File: src/rtl/uart_rx.sv
// UART receiver: 16x-oversampled start/data/stop framing, LSB-first; optional even parity via UART_RX_PARITY_EN.
// Latency: 2-cycle input synchronizer; done/error pulses registered one cycle after the final stop-bit tick.
// Backpressure: none; o_data holds until the next good frame and each pulse lasts exactly one cycle.
module uart_rx #(
    parameter int DATA_BITS = 8,
    parameter int SB_TICKS  = 16
) (
    input  logic                 i_clock,
    input  logic                 i_reset,
    input  logic                 i_tick,
    input  logic                 i_rx,
    output logic [DATA_BITS-1:0] o_data,
    output logic                 o_rx_done,
`ifdef UART_RX_PARITY_EN
    output logic                 o_parity_err,
`endif
    output logic                 o_frame_err
);

    localparam logic [2:0] IDLE   = 3'd0;
    localparam logic [2:0] START  = 3'd1;
    localparam logic [2:0] DATA   = 3'd2;
    localparam logic [2:0] PARITY = 3'd3;
    localparam logic [2:0] STOP   = 3'd4;

    localparam logic [4:0] SB_LAST  = 5'(SB_TICKS - 1);
    localparam logic [3:0] BIT_LAST = 4'(DATA_BITS - 1);

    logic                 rx_meta;
    logic                 rx_s;
    logic [2:0]           state;
    logic [4:0]           tick_cnt;
    logic [3:0]           bit_cnt;
    logic [DATA_BITS-1:0] shreg;
`ifdef UART_RX_PARITY_EN
    logic                 par_err;
`endif

    // Synchronizer resets to the idle-high line level so reset never looks like a start bit.
    always_ff @(posedge i_clock) begin
        if (i_reset) begin
            rx_meta <= 1'b1;
            rx_s    <= 1'b1;
        end else begin
            rx_meta <= i_rx;
            rx_s    <= rx_meta;
        end
    end

    always_ff @(posedge i_clock) begin
        if (i_reset) begin
            state       <= IDLE;
            tick_cnt    <= 5'd0;
            bit_cnt     <= 4'd0;
            shreg       <= '0;
            o_data      <= '0;
            o_rx_done   <= 1'b0;
            o_frame_err <= 1'b0;
`ifdef UART_RX_PARITY_EN
            par_err      <= 1'b0;
            o_parity_err <= 1'b0;
`endif
        end else begin
            o_rx_done   <= 1'b0;
            o_frame_err <= 1'b0;
`ifdef UART_RX_PARITY_EN
            o_parity_err <= 1'b0;
`endif
            case (state)
                IDLE: begin
                    if (!rx_s) begin
                        state    <= START;
                        tick_cnt <= 5'd0;
                    end
                end
                START: begin
                    if (i_tick) begin
                        if (tick_cnt == 5'd7) begin
                            // Mid start bit: a line that has gone high again was a glitch.
                            state    <= rx_s ? IDLE : DATA;
                            tick_cnt <= 5'd0;
                            bit_cnt  <= 4'd0;
                        end else begin
                            tick_cnt <= tick_cnt + 5'd1;
                        end
                    end
                end
                DATA: begin
                    if (i_tick) begin
                        if (tick_cnt == 5'd15) begin
                            tick_cnt <= 5'd0;
                            shreg    <= {rx_s, shreg[DATA_BITS-1:1]};
                            if (bit_cnt == BIT_LAST) begin
`ifdef UART_RX_PARITY_EN
                                state <= PARITY;
`else
                                state <= STOP;
`endif
                            end else begin
                                bit_cnt <= bit_cnt + 4'd1;
                            end
                        end else begin
                            tick_cnt <= tick_cnt + 5'd1;
                        end
                    end
                end
`ifdef UART_RX_PARITY_EN
                PARITY: begin
                    if (i_tick) begin
                        if (tick_cnt == 5'd15) begin
                            tick_cnt <= 5'd0;
                            par_err  <= (^shreg) ^ rx_s;
                            state    <= STOP;
                        end else begin
                            tick_cnt <= tick_cnt + 5'd1;
                        end
                    end
                end
`endif
                STOP: begin
                    if (i_tick) begin
                        if (tick_cnt == SB_LAST) begin
                            state    <= IDLE;
                            tick_cnt <= 5'd0;
                            if (rx_s) begin
`ifdef UART_RX_PARITY_EN
                                if (!par_err) begin
                                    o_data    <= shreg;
                                    o_rx_done <= 1'b1;
                                end
`else
                                o_data    <= shreg;
                                o_rx_done <= 1'b1;
`endif
                            end else begin
                                o_frame_err <= 1'b1;
                            end
`ifdef UART_RX_PARITY_EN
                            o_parity_err <= par_err;
`endif
                        end else begin
                            tick_cnt <= tick_cnt + 5'd1;
                        end
                    end
                end
                default: state <= IDLE;
            endcase
        end
    end

endmodule

File: config.mk
export PLATFORM = sky130hd
export DESIGN_NAME = uart_rx
export DESIGN_NICKNAME = d
export VERILOG_FILES = /design/src/rtl/uart_rx.sv
export SDC_FILE = /design/constraint.sdc
export NUM_CORES = 1
export LEC_CHECK = 0
export ABC_CLOCK_PERIOD_IN_PS = 1900
export CORE_MARGIN = 2
export CORE_UTILIZATION = 50
export DETAILED_ROUTE_END_ITERATION = 8
export MAX_ROUTING_LAYER = met4
export PLACE_DENSITY_LB_ADDON = 0.15
export SLEW_MARGIN = 20
export SYNTH_ARGS = -nofsm -noshare
export SYNTH_HDL_FRONTEND = slang
export SYNTH_SLANG_ARGS = --single-unit
File: constraint.sdc
create_clock -name i_clock -period 1.9 [get_ports i_clock]
set_input_delay 0.285 -clock i_clock [delete_from_list [all_inputs] [get_ports i_clock]]
set_output_delay 0.285 -clock i_clock [all_outputs]
set_load 0.03 [all_outputs]
* Word level (Yosys, flattened, before mapping)
Index checks and enable logic that the tools add are counted.
** Cells by class
- $add $sub $neg :: 2
- Eq/ne operators :: 16
- Muxes and demuxes :: 24
- Bitwise operators :: 3
- Reduce and logical (&&, ||, !) cells :: 10
** Operator list (count)
- two-way mux 5 bit :: 5
- two-way mux 3 bit :: 8
- two-way mux 4 bit :: 5
- inequality test 2 bit, second input constant :: 9
- case mux 5 bit (3 select lines) :: 1
- case mux 3 bit (4 select lines) :: 1
- case mux 4 bit (2 select lines) :: 1
- AND reduction 4 bit :: 2
- AND reduction 8 bit :: 1
- AND reduction 6 bit :: 1
- adder 5 x 1 -> 5 bit, second input constant :: 1
- == test 5 x 3 -> 1 bit, second input constant :: 1
- == test 5 x 4 -> 1 bit, second input constant :: 1
- adder 4 x 1 -> 4 bit, second input constant :: 1
- == test 4 x 3 -> 1 bit, second input constant :: 1
- OR reduction 4 bit :: 1
- == test 3 x 1 -> 1 bit, second input constant :: 1
- == test 3 x 2 -> 1 bit, second input constant :: 1
- == test 3 bit, second input constant :: 1
- zero test 3 bit :: 1
- inverter 1 bit :: 3
- AND reduction 3 bit :: 1
- nonzero test 3 bit :: 1
- two-way mux 1 bit :: 2
- other kinds (4) :: 4
** Word-level totals
- Bits in registers :: 32
- Bits of input ports :: 4
- Logic and storage cells :: 64

* Depth between registers and ports, before layout
- Word-level depth :: 5
- Mapped depth :: 7
- Depth with buffers taken out :: 7

* Worst setup path after synthesis
No wires, ideal clock.
- Path type :: reg-to-reg
- Start :: reg tick_cnt[0]
- End :: reg tick_cnt[3]
- Setup time :: 0.074 ns
- Arrival time :: 1.799 ns
- Slack :: 0.027 ns
- Stages on the path, launching flop included :: 7
- Clock period less this slack :: 1.873 ns
- Cells stage by stage :: dfxtp_1 -> ha_1 -> and4b_1 -> o32ai_4 -> nand2_4 -> or4_1 -> a31oi_1
** Between the ends
- Word-level cells in the longest chain between the ends :: 4
** RTL lines
- start: declaration :: RTL line 32 : logic [4:0] tick_cnt;
- start signal: assignment :: RTL line 84 : tick_cnt <= tick_cnt + 5'd1;
- start signal: assignment :: RTL line 103 : tick_cnt <= tick_cnt + 5'd1;
- start signal: assignment :: RTL line 142 : tick_cnt <= tick_cnt + 5'd1;
- adder 5 x 1 -> 5 bit (tied with other cells) :: RTL line 84, 103, 142
- two-way mux 5 bit, on equally long branches :: RTL line 90, 122, 78
- two-way mux 5 bit, on equally long branches :: RTL line 89, 77
- case mux 5 bit (3 select lines) (*) :: RTL line 69 : case (state)
Mark *: on every way between the ends. The rest lies on a longest branch, timed or not. The select of a mux whose other input is x is not followed.
A chain may end at the register's enable or synchronous reset.

* Final worst setup path
Same ends and word-level chain as after synthesis.

==> flow_metrics.py <==
metrics = {
    "die": {
        "die_x_um": 59.37,
        "start_util_pct": 51.47,
        "row_count": 20,
        "die_area_um2": 3524,
        "die_h_um": 59.37,
        "io_pins": 14,
        "core_area_um2": 2978,
    },
    "run": {
        "drv_cap": 0,
    },
    "timing": {
        "finalSetupViolations": 0,
        "setup_ws_ps": 64.46,
        "hold_viol": 0,
        "tns_ps": 0,
        "fmax_mhz": 544.8,
        "worst_pin_slew_ps": 387.1,
        "min_period_ps": 1836,
        "grt_setup_unrepaired": "no",
        "fin_skew_ps": 4.409,
        "min_period_over_period_pct": 96.61,
        "slew_headroom_pct": 73.97,
        "slew_viol_final": 0,
    },
    "worst_setup_path": {
        "rr_endpoint": "tick_cnt[3]$_SDFFE_PP0P_",
        "critPathMaxStageDelay_ps": 500,
        "startpoint": "tick_cnt[0]$_SDFFE_PP0P_",
        "r2r_slack_ps": 60,
        "endpoint_kind": "register",
        "r2r-start": "tick_cnt[0]$_SDFFE_PP0P_",
        "critical_path_class": "register to register",
        "crit_chain": "ha_2 > and4b_1 > o32ai_4 > nand2_4 > or4_1 > a31oi_1",
        "crit_path_max_fanout": 4,
        "endpoint": "tick_cnt[3]$_SDFFE_PP0P_",
        "r2r_cells": 6,
        "cp.required_ps": 2160,
        "start_kind": "register",
        "arrival_ps": 2100,
        "crit_slowest_cell": "or4_1",
    },
    "yosys": {
        "syn_inst": 164,
        "ys_ff_latch": 32,
        "synth_warnings": 0,
        "ys_seq_area_share_pct": 41.80,
        "netlist.top_cell.by_area": "dfxtp_1",
        "syn-num-nets": 171,
        "synthTopCellsByArea": "dfxtp_1 42%, mux2i_1 10%, nor2_1 5.4%, a21oi_1 2.9%, buf_4 2.4%",
        "synth_cell_types": 47,
        "synth_edf_count": 0,
        "synth_top_area_share_pct": 41.80,
        "netlist_area_um2": 1533,
        "synth_ff_type": "dfxtp_1",
        "synth.avg_cell_area_um2": 9.346,
        "async_reset_ff_share_pct": 0,
    },
    "placement": {
        "place_congestion": 0.9328,
        "place_inst": 216,
        "io_buffers": 13,
        "dpl.hpwl_um": 2106,
        "pre_cts_ws_ps": -59.62,
    },
    "power": {
        "pwr-share-seq_pct": 46.6,
        "p_int_uw": 1110,
        "switching_share_pct": 27.13,
        "p_per_area_nw_per_um2": 818.4,
        "vdd_drop_max_mv": 0.5377,
        "pwr-share-comb_pct": 19.8,
        "pwr-share-clk_pct": 33.6,
        "power_switching_uw": 413.4,
        "p_leak_uw": 0.0008076,
    },
    "drt": {
        "met2_length_um": 1461,
        "dr.pass1.iters": 4,
        "drc_errors": 0,
        "finalWirelength_um": 2940,
        "drt-met1-wl_um": 1345,
        "drtAntennaViolNets": 0,
        "top_layer": "met4",
        "drt_iter0_markers": 43,
        "route.vias.total": 1258,
        "vias_per_cell": 5.566,
        "routedWlPerCell_um": 13.01,
        "met3WireLength_um": 88,
    },
    "cts": {
        "h-tree-depth": 2,
        "hold_buffers": 0,
        "cts.reportedPaths.clkPinSlew_ps": 100,
        "cts-root-buf": "clkbuf_4",
        "cts_tree": "done",
        "cts_buffers": 5,
        "clockBufferDepth": 2,
        "clock-sinks": 32,
        "clk_latency_ps": 330,
    },
    "global_route": {
        "grt_pass1_vias": 1137,
        "grt_max_degree": 25,
        "antenna_found_initial": 0,
        "grt_overflow": 0,
        "grt_pass1_wl_um": 4961,
        "grt_use_total_pct": 19.44,
    },
    "min_path": {
        "timing.hold.worst.class": "register to register",
    },
    "finish": {
        "n_fill_cell": 259,
        "seq_area_um2": 645.6,
        "finalNonFillerCells": 226,
        "syn_to_final_growth_pct": 21.47,
        "n_antenna_cell": 0,
        "drive_above_1_share_pct": 22.80,
        "utilization_pct": 62.52,
        "final_net_count": 199,
        "multiInputGateArea_um2": 814.5,
    },
    "status": {
        "status": "complete, no violations",
    },
}
==> stage by stage <==
step | total power, µW | hold WS (ps) | area (µm²)
3_5_place_dp | 1013 | 396.7 | 1759
5_1_grt | 1611 | 436.2 | 1862
4_1_cts | 1535 | 420.5 | 1849
6_report | 1524 | 418.4 | 1862
3_3_place_gp | 1005 | 394.4 | 1759
2_1_floorplan | 928.7 | 388.8 | 1533
==> cell type report <==
cell class	count	share of cell area (%)
well taps	33	2.218
clock buffers	5	2.016
clock inverters	3	2.285
repair buffers	31	14.25
inverters	4	0.8064
multi-input cells	118	43.75
flip-flops and latches	32	34.68
==> placed cells by master, fill, tap and decap left out, types with 2 or more instances in the layout <==
master           netlist  routed
dfxtp_1               32      28
clkbuf_4               0       5
nand4_1                2       2
a31oi_1                2       2
mux2i_1               16      16
buf_4                  5      18
inv_1                  4       4
ha_1                   3       2
dfxtp_2                0       4
or4_1                  3       3
nand3_1                7       7
nor2_1                22      22
clkdlybuf4s50_1        0      13
o31ai_1                2       2
o21ai_0                5       5
nor3_1                 4       4
nor2b_1                2       2
a211o_2                3       3
a21oi_1                9       9
nand4b_1               2       2
or2_2                  2       2
nand2_1                9       9
==> Yosys cell counts, types with 2 or more instances <==
cell / instances
ha_1: 3
inv_1: 4
nand2_1: 9
nor2_1: 22
nand4_1: 2
nor2b_1: 2
or2_2: 2
buf_4: 5
o31ai_1: 2
a31oi_1: 2
dfxtp_1: 32
o21ai_0: 5
or4_1: 3
clkbuf_1: 3
nor3_1: 4
nand4b_1: 2
nand3_1: 7
a211o_2: 3
a21oi_1: 9
mux2i_1: 16
==> how the worst min path moves through the flow <==
stage | start | endpoint | slack [ps] | depth (start not counted)
floorplan | i_rx | rx_meta$_SDFF_PP1_ | 390 | 1
global placement | rx_meta$_SDFF_PP1_ | rx_s$_SDFF_PP1_ | 390 | 1
detailed placement | rx_meta$_SDFF_PP1_ | rx_s$_SDFF_PP1_ | 400 | 1
CTS | rx_meta$_SDFF_PP1_ | rx_s$_SDFF_PP1_ | 420 | 1
global route | rx_meta$_SDFF_PP1_ | rx_s$_SDFF_PP1_ | 440 | 1
finish | rx_meta$_SDFF_PP1_ | rx_s$_SDFF_PP1_ | 420 | 1
==> repair_timing <==
item                                    CTS  global route
pin swaps                                 2             2
setup buffers                             1             1
endpoints found under the setup margin    1             4
gates resized for setup                   1             4
==> sequential cells by signal (all words and copies together), names as in the netlist <==
signal       cells
bit_cnt          4
rx_s             1
o_frame_err      1
o_rx_done        1
rx_meta          1
state            3
o_data           8
tick_cnt         5
shreg            8
==> critical path: cells and delay by family (launching register included) <==
family / cells / cell delay (ps)
adder cells (fa/ha/maj): 1 / 200
AO/OA/AOI/OAI: 2 / 450
AND/OR/NAND/NOR: 3 / 780
flip-flops: 1 / 340
==> cells by family (layout without fill, tap and decap cells) <==
logic type	after synthesis	after routing	share of synthesized area, %
XOR/XNOR	1	1	0.5715
flip-flops	32	32	41.80
AO/OA/AOI/OAI	30	30	14.53
AND/OR/NAND/NOR	68	68	24.98
multiplexers	16	16	10.45
buffers and inverters	14	43	5.224
adder cells (fa/ha/maj)	3	3	2.449
==> layer usage <==
layer,vias up,GRT usage [%]
li1,647,-
met1,583,22.93
met2,23,30.77
met3,5,4.803
met4,0,9.416
met5,-,-
==> power groups by stage <==
stage / Clock [µW] / Sequential, µW / Combinational, µW
after floorplan: 0 / 717 / 211
after global placement: 0 / 726 / 279
after detailed placement: 0 / 726 / 287
after CTS: 525 / 711 / 299
after global routing: 562 / 715 / 335
final: 511 / 710 / 302
Note: power is estimated with default switching activity, not from simulation.
